--- src/rtl/adam_tgt_maestro.sv ---
// Per-target lifecycle sequencer: consumes MR actions, drives target pause/reset.
// Optional ack-wait timeout enabled by defining ADAM_MAESTRO_TIMEOUT_EN.
module adam_tgt_maestro #(
    parameter int DATA_WIDTH   = 32,
    parameter int RST_CYCLES   = 4,
    parameter int BOOT_RUNNING = 1,
    parameter int TIMEOUT      = 1024
) (
    input  logic                  clk,
    input  logic                  rst,
    input  logic                  mr_we,
    input  logic [DATA_WIDTH-1:0] mr_wdata,
    output logic [DATA_WIDTH-1:0] mr_rdata,
    output logic [DATA_WIDTH-1:0] sr_rdata,
    input  logic                  pause_req,
    output logic                  pause_ack,
    output logic                  tgt_rst,
    output logic                  tgt_pause_req,
    input  logic                  tgt_pause_ack
);

    localparam int CW = $clog2(RST_CYCLES + 1);

    localparam logic [1:0] ACT_NONE   = 2'd0;
    localparam logic [1:0] ACT_RESUME = 2'd1;
    localparam logic [1:0] ACT_PAUSE  = 2'd2;
    localparam logic [1:0] ACT_STOP   = 2'd3;

    if (RST_CYCLES < 1 || TIMEOUT < 1) begin : g_bad_param
        $error("adam_tgt_maestro: RST_CYCLES and TIMEOUT must be >= 1");
    end

    typedef enum logic [2:0] {
        STOPPED   = 3'd0,
        RUNNING   = 3'd1,
        PAUSED    = 3'd2,
        PAUSING   = 3'd3,
        UNRESET   = 3'd4,
        UNPAUSING = 3'd5,
        RESETTING = 3'd6
    } state_t;

    state_t         state_q, state_d;
    logic [1:0]     act_q, act_d;
    logic [CW-1:0]  cnt_q, cnt_d;
    logic           pause_ack_q, pause_ack_d;
    logic           tgt_rst_q, tgt_rst_d;
    logic           tgt_preq_q, tgt_preq_d;
    logic           wr_valid, wr_ok;
    logic [1:0]     act;
    logic           expire;
    logic           err;

    assign wr_valid = mr_we && (mr_wdata[DATA_WIDTH-1:2] == '0)
                      && (mr_wdata[1:0] != ACT_NONE);
    assign wr_ok    = wr_valid && (act_q == ACT_NONE) && !pause_ack_q;
    assign act      = wr_ok ? mr_wdata[1:0] : act_q;

`ifdef ADAM_MAESTRO_TIMEOUT_EN
    localparam int TW = $clog2(TIMEOUT + 1);

    logic [TW-1:0] tcnt_q;
    logic          err_q;
    logic          waiting;

    assign waiting = (state_q == PAUSING   && !tgt_pause_ack)
                  || (state_q == UNPAUSING &&  tgt_pause_ack);
    assign expire  = waiting && (tcnt_q == TW'(TIMEOUT - 1));
    assign err     = err_q;

    always_ff @(posedge clk or negedge rst) begin
        if (!rst) begin
            tcnt_q <= '0;
            err_q  <= 1'b0;
        end else begin
            if (state_d != state_q || !waiting) tcnt_q <= '0;
            else                                tcnt_q <= tcnt_q + 1'b1;
            if (expire) err_q <= 1'b1;
        end
    end
`else
    assign expire = 1'b0;
    assign err    = 1'b0;
`endif

    always_comb begin
        state_d = state_q;
        act_d   = act_q;
        cnt_d   = cnt_q;
        if (wr_ok) act_d = mr_wdata[1:0];
        unique case (state_q)
            STOPPED: begin
                if (act == ACT_RESUME || act == ACT_PAUSE) begin
                    state_d = UNRESET;
                    cnt_d   = CW'(RST_CYCLES - 1);
                end else if (act_q == ACT_STOP) begin
                    act_d = ACT_NONE;
                end
            end
            RUNNING: begin
                if (act == ACT_PAUSE || act == ACT_STOP) state_d = PAUSING;
                else if (act_q == ACT_RESUME)            act_d   = ACT_NONE;
            end
            PAUSED: begin
                if (act == ACT_RESUME) begin
                    state_d = UNPAUSING;
                end else if (act == ACT_STOP) begin
                    state_d = RESETTING;
                    cnt_d   = CW'(RST_CYCLES - 1);
                end else if (act_q == ACT_PAUSE) begin
                    act_d = ACT_NONE;
                end
            end
            PAUSING: begin
                if (tgt_pause_ack || expire) begin
                    if (act_q == ACT_STOP) begin
                        state_d = RESETTING;
                        cnt_d   = CW'(RST_CYCLES - 1);
                    end else if (tgt_pause_ack) begin
                        state_d = PAUSED;
                    end else begin
                        // abandoned pause: target keeps running
                        state_d = RUNNING;
                        act_d   = ACT_NONE;
                    end
                end
            end
            UNPAUSING: begin
                if (!tgt_pause_ack || expire) state_d = RUNNING;
            end
            UNRESET: begin
                if (cnt_q == '0)
                    state_d = (act_q == ACT_RESUME) ? UNPAUSING : PAUSED;
                else
                    cnt_d = cnt_q - 1'b1;
            end
            RESETTING: begin
                if (cnt_q == '0) state_d = STOPPED;
                else             cnt_d   = cnt_q - 1'b1;
            end
            default: state_d = STOPPED;
        endcase
    end

    always_comb begin
        tgt_rst_d   = (state_d == STOPPED) || (state_d == RESETTING);
        tgt_preq_d  = !((state_d == RUNNING) || (state_d == UNPAUSING));
        // a write in the same cycle as a rising pause_req wins
        pause_ack_d = pause_req
                      && (pause_ack_q || (act_q == ACT_NONE && !wr_ok));
    end

    always_ff @(posedge clk or negedge rst) begin
        if (!rst) begin
            state_q     <= STOPPED;
            act_q       <= (BOOT_RUNNING != 0) ? ACT_RESUME : ACT_NONE;
            cnt_q       <= '0;
            pause_ack_q <= 1'b0;
            tgt_rst_q   <= 1'b1;
            tgt_preq_q  <= 1'b1;
        end else begin
            state_q     <= state_d;
            act_q       <= act_d;
            cnt_q       <= cnt_d;
            pause_ack_q <= pause_ack_d;
            tgt_rst_q   <= tgt_rst_d;
            tgt_preq_q  <= tgt_preq_d;
        end
    end

    always_comb begin
        mr_rdata      = '0;
        mr_rdata[1:0] = act_q;
        sr_rdata      = '0;
        sr_rdata[2:0] = state_q;
        sr_rdata[8]   = err;
    end

    assign pause_ack     = pause_ack_q;
    assign tgt_rst       = tgt_rst_q;
    assign tgt_pause_req = tgt_preq_q;

endmodule

--- config.mk ---
export PLATFORM = sky130hd
export DESIGN_NAME = adam_tgt_maestro
export DESIGN_NICKNAME = d
export VERILOG_FILES = /design/src/rtl/adam_tgt_maestro.sv
export SDC_FILE = /design/constraint.sdc
export NUM_CORES = 1
export LEC_CHECK = 0
export BUFFER_PORTS_ARGS = -buffer_cell sky130_fd_sc_hd__buf_4
export CORE_MARGIN = 3
export CORE_UTILIZATION = 43
export DETAILED_ROUTE_END_ITERATION = 10
export PLACE_DENSITY = 0.85
export SETUP_SLACK_MARGIN = 0.05
export SLEW_MARGIN = 20
export SYNTH_ARGS = -nofsm -noshare
export SYNTH_HDL_FRONTEND = slang
export SYNTH_SLANG_ARGS = --single-unit
--- constraint.sdc ---
create_clock -name clk -period 6.05 [get_ports clk]
set_input_delay 0.605 -clock clk [delete_from_list [all_inputs] [get_ports clk]]
set_output_delay 0.605 -clock clk [all_outputs]
set_load 0.01 [all_outputs]
==> tab_implementation.tex <==
\begin{tabular}{lr}
\hline
Metric & Value \\
\hline
\multicolumn{2}{l}{\textbf{Timing}} \\
Final Hold Viols & 0 \\
Fin. max-slew vios & 0 \\
Setup-violating endpoint count in the final report & 0 \\
Total negative slack & 0 ns \\
Skew final & 0.00856 ns \\
F\_max & 0.371 GHz \\
Unrepaired setup endpoints after global routing & false \\
Min cycle time layout & 2.70 ns \\
Crit share post-route & 44.6\% \\
\multicolumn{2}{l}{\textbf{Synth}} \\
Most instantiated library cell after synthesis & buf\_4 \\
Predominant post-synthesis flop cell & dfrtp\_1 \\
Warning count from the yosys run & 0 \\
Post-synthesis sequential element count & 11 \\
Cell Area, Synth & 0.00136 sq mm \\
Biggest area contributors in the synthesized netlist & buf\_4, dfrtp\_1, dfstp\_2, ha\_1, nand2b\_1 \\
Commonest cells in the netlist & buf\_4, dfrtp\_1, nor2\_1, inv\_1, nand2b\_1 \\
Sequential fraction of the synthesis area & 20.5\% \\
Mapped Cells & 162 \\
Syn Area/Cell & 8.42 sq um \\
Library cell with the largest summed area after synthesis & buf\_4 \\
Fraction of post-synthesis cell area in the top cell type by area & 32.5\% \\
Async SR Flop Fraction & 100\% \\
Number of enable flip-flop cells after synthesis & 0 \\
Distinct cell type count of the synthesized netlist & 47 \\
\multicolumn{2}{l}{\textbf{Final layout}} \\
Area grow syn2layout & 11.5\% \\
Layout cells sized above 1 & 28.9\% \\
Number of antenna repair diodes & 0 \\
Total number of nets in the final design & 246 \\
\multicolumn{2}{l}{\textbf{Critical path}} \\
Required time of the worst setup path & 6.21 ns \\
Highest fanout seen on the critical path & 5 \\
Category of the worst setup path launch point & input port \\
Reg-to-reg slack, setup & 3.52 ns \\
Arrival time worst endpoint & 2.86 ns \\
Worst setup path startpoint & mr\_wdata[28] \\
Worst reg2reg path endpoint & cnt\_q[1] \\
Classification of the worst setup path & input port to flop \\
Worst setup path endpoint & cnt\_q[1] \\
Reg2Reg Depth & 9 \\
Endpoint class of the critical path & flop \\
Reg-to-reg critical path startpoint & pause\_ack \\
\multicolumn{2}{l}{\textbf{Detailed routing}} \\
Post-DRT Antenna Nets & 0 \\
Drc violations & 0 \\
Via count & 1,096 \\
Number of vias per cell after detailed routing & 4.46 \\
Wire length after detailed routing & 2810 um \\
Initial detailed-routing violation count & 22 \\
Routed WL per cell & 11.4 um \\
Drt pass-1 iters & 4 \\
\multicolumn{2}{l}{\textbf{Min path}} \\
Worst Hold Class & input port to async pin \\
\multicolumn{2}{l}{\textbf{Global routing}} \\
Grt total ovfl & 0 \\
All-Layer GR Usage & 13.8\% \\
Antenna violations before repair & 0 \\
Via count of the first global-routing pass & 979 \\
Pin count of the biggest net entering global routing & 17 \\
Wire length of the first global-routing pass & 4270 um \\
\multicolumn{2}{l}{\textbf{Power}} \\
Total Power & 182 uW \\
Power Dens Cells & 120 mW/mm\^{}2 \\
Leakage & 0.000769 uW \\
Worst ir drop on vdd & 0.0000689 V \\
\multicolumn{2}{l}{\textbf{Flow run}} \\
Max Cap Viol & 0 \\
\multicolumn{2}{l}{\textbf{CTS}} \\
Number of buffers inserted during clock tree synthesis & 3 \\
Buffers inserted during post-CTS setup optimization & 0 \\
Clk sinks & 11 \\
Number of buffers on the longest clock path & 2 \\
Clock slew seen by the registers of the worst setup and hold paths & 0.08 ns \\
Post\_cts resized & 0 \\
Clk\_lat worst skew & 0.29 ns \\
Clock tree from TritonCTS & yes \\
CTS H-tree lvls & 1 \\
Cell at the root of the clock tree & clkbuf\_4 \\
Hold-fix buffer count after cts & 0 \\
\multicolumn{2}{l}{\textbf{Status}} \\
Status & complete, no violations \\
\multicolumn{2}{l}{\textbf{Floorplan}} \\
Initial core utilization & 47.4\% \\
Die width & 62.3 um \\
Die Height & 62.3 um \\
Core area & 0.00288 sq mm \\
Placement row count & 19 \\
I/O pins & 104 \\
Die area & 0.00388 sq mm \\
\multicolumn{2}{l}{\textbf{Placement}} \\
Final GP Congestion & 0.879 \\
Count of buffers inserted at the top-level ports & 44 \\
Placed wire-length estimate & 2340 um \\
\hline
\end{tabular}
-- per-stage QoR --
stage | hold slack (ns) | instances | util [%] | instance area [sq um] | worst slack [ns]
final | 0.137 | 246 | 52.8 | 1520 | 3.35
after global routing | 0.144 | 246 | 52.8 | 1520 | 3.08
after CTS | 0.138 | 246 | 52.8 | 1520 | 3.35
after detailed placement | 0.454 | 242 | 51.9 | 1490 | 3.03
after global placement | 0.447 | 242 | 51.9 | 1490 | 3.12
after floorplan | 0.309 | 220 | - | 1580 | 3.40
-- critical path, stage by stage --
cell	delay (ns)
buf_4	0.11
nor4b_2	0.27
nand4_1	0.22
or2_1	0.32
nor2_1	0.13
or2_1	0.14
ha_1	0.23
o22ai_1	0.12
a221oi_2	0.35
mux2_1	0.36
-- worst min-delay path by stage --
stage                     from  cells past startpoint  slack, ns        to
after floorplan            rst                      0       0.31  act_q[1]
after global placement     rst                      1       0.45  cnt_q[0]
after detailed placement   rst                      1       0.45  act_q[1]
after CTS                  rst                      1       0.14  act_q[1]
after global routing       rst                      1       0.14  act_q[1]
final                      rst                      1       0.14  cnt_q[0]
-- cell families after synthesis --
group	Yosys count	synth area share, %
compound gates	22	12.1
fa+ha+maj	5	4.40
buf+inv	72	36.7
flops	11	20.5
other cells	1	0.275
simple gates	46	22.2
mux	5	3.85
-- where the power goes --
group	leakage (uW)	switching [uW]	internal [uW]
clock network	0.0000150	29.1	25.6
logic	0.000626	29.2	20.4
registers	0.000129	1.40	76.4
total	0.000769	59.7	122
-- final cells by class --
type	count	area [sq um]
tap	42	52.6
inverter	8	30.0
timing repair buffer	44	330
clock buffer	4	26.3
multi-input combinational	137	802
fill	287	1360
sequential	11	279
-- cells in the final DEF (no fill, tap or decap), types with 2 or more instances in the layout --
cell,Yosys,layout
nor3_1,2,2
or2_1,2,2
nand4b_1,2,2
nor4_2,3,3
nand4_1,4,4
nor2b_1,2,2
nand2b_1,6,6
buf_4,59,44
mux2i_1,3,3
nor2_1,8,8
clkbuf_4,0,3
inv_1,7,7
o21a_1,2,2
o21ai_0,2,2
ha_1,4,4
dfstp_2,3,3
nand2_1,4,4
conb_1,1,59
a31oi_1,3,3
nor4_1,4,4
or4_1,3,3
mux2_1,2,2
dfrtp_1,8,8
o22ai_1,2,2
o21ai_1,2,2
-- metal layers --
layer  up-vias  global-route usage [%]  share of wire [%]
li1        529                       -                  -
met1       489                    15.2                 36
met2        69                    23.9                 51
met3         9                    2.70                 10
met4         0                    9.37                3.2
met5         -                       0                  0
-- registers in the layout, indices dropped and copies added (netlist names) --
name and cells:
act_q 2, tgt_pause_req 1, state_q 3, pause_ack 1, tgt_rst 1, cnt_q 3
No activity file was read; power rests on OpenSTA's default activity.
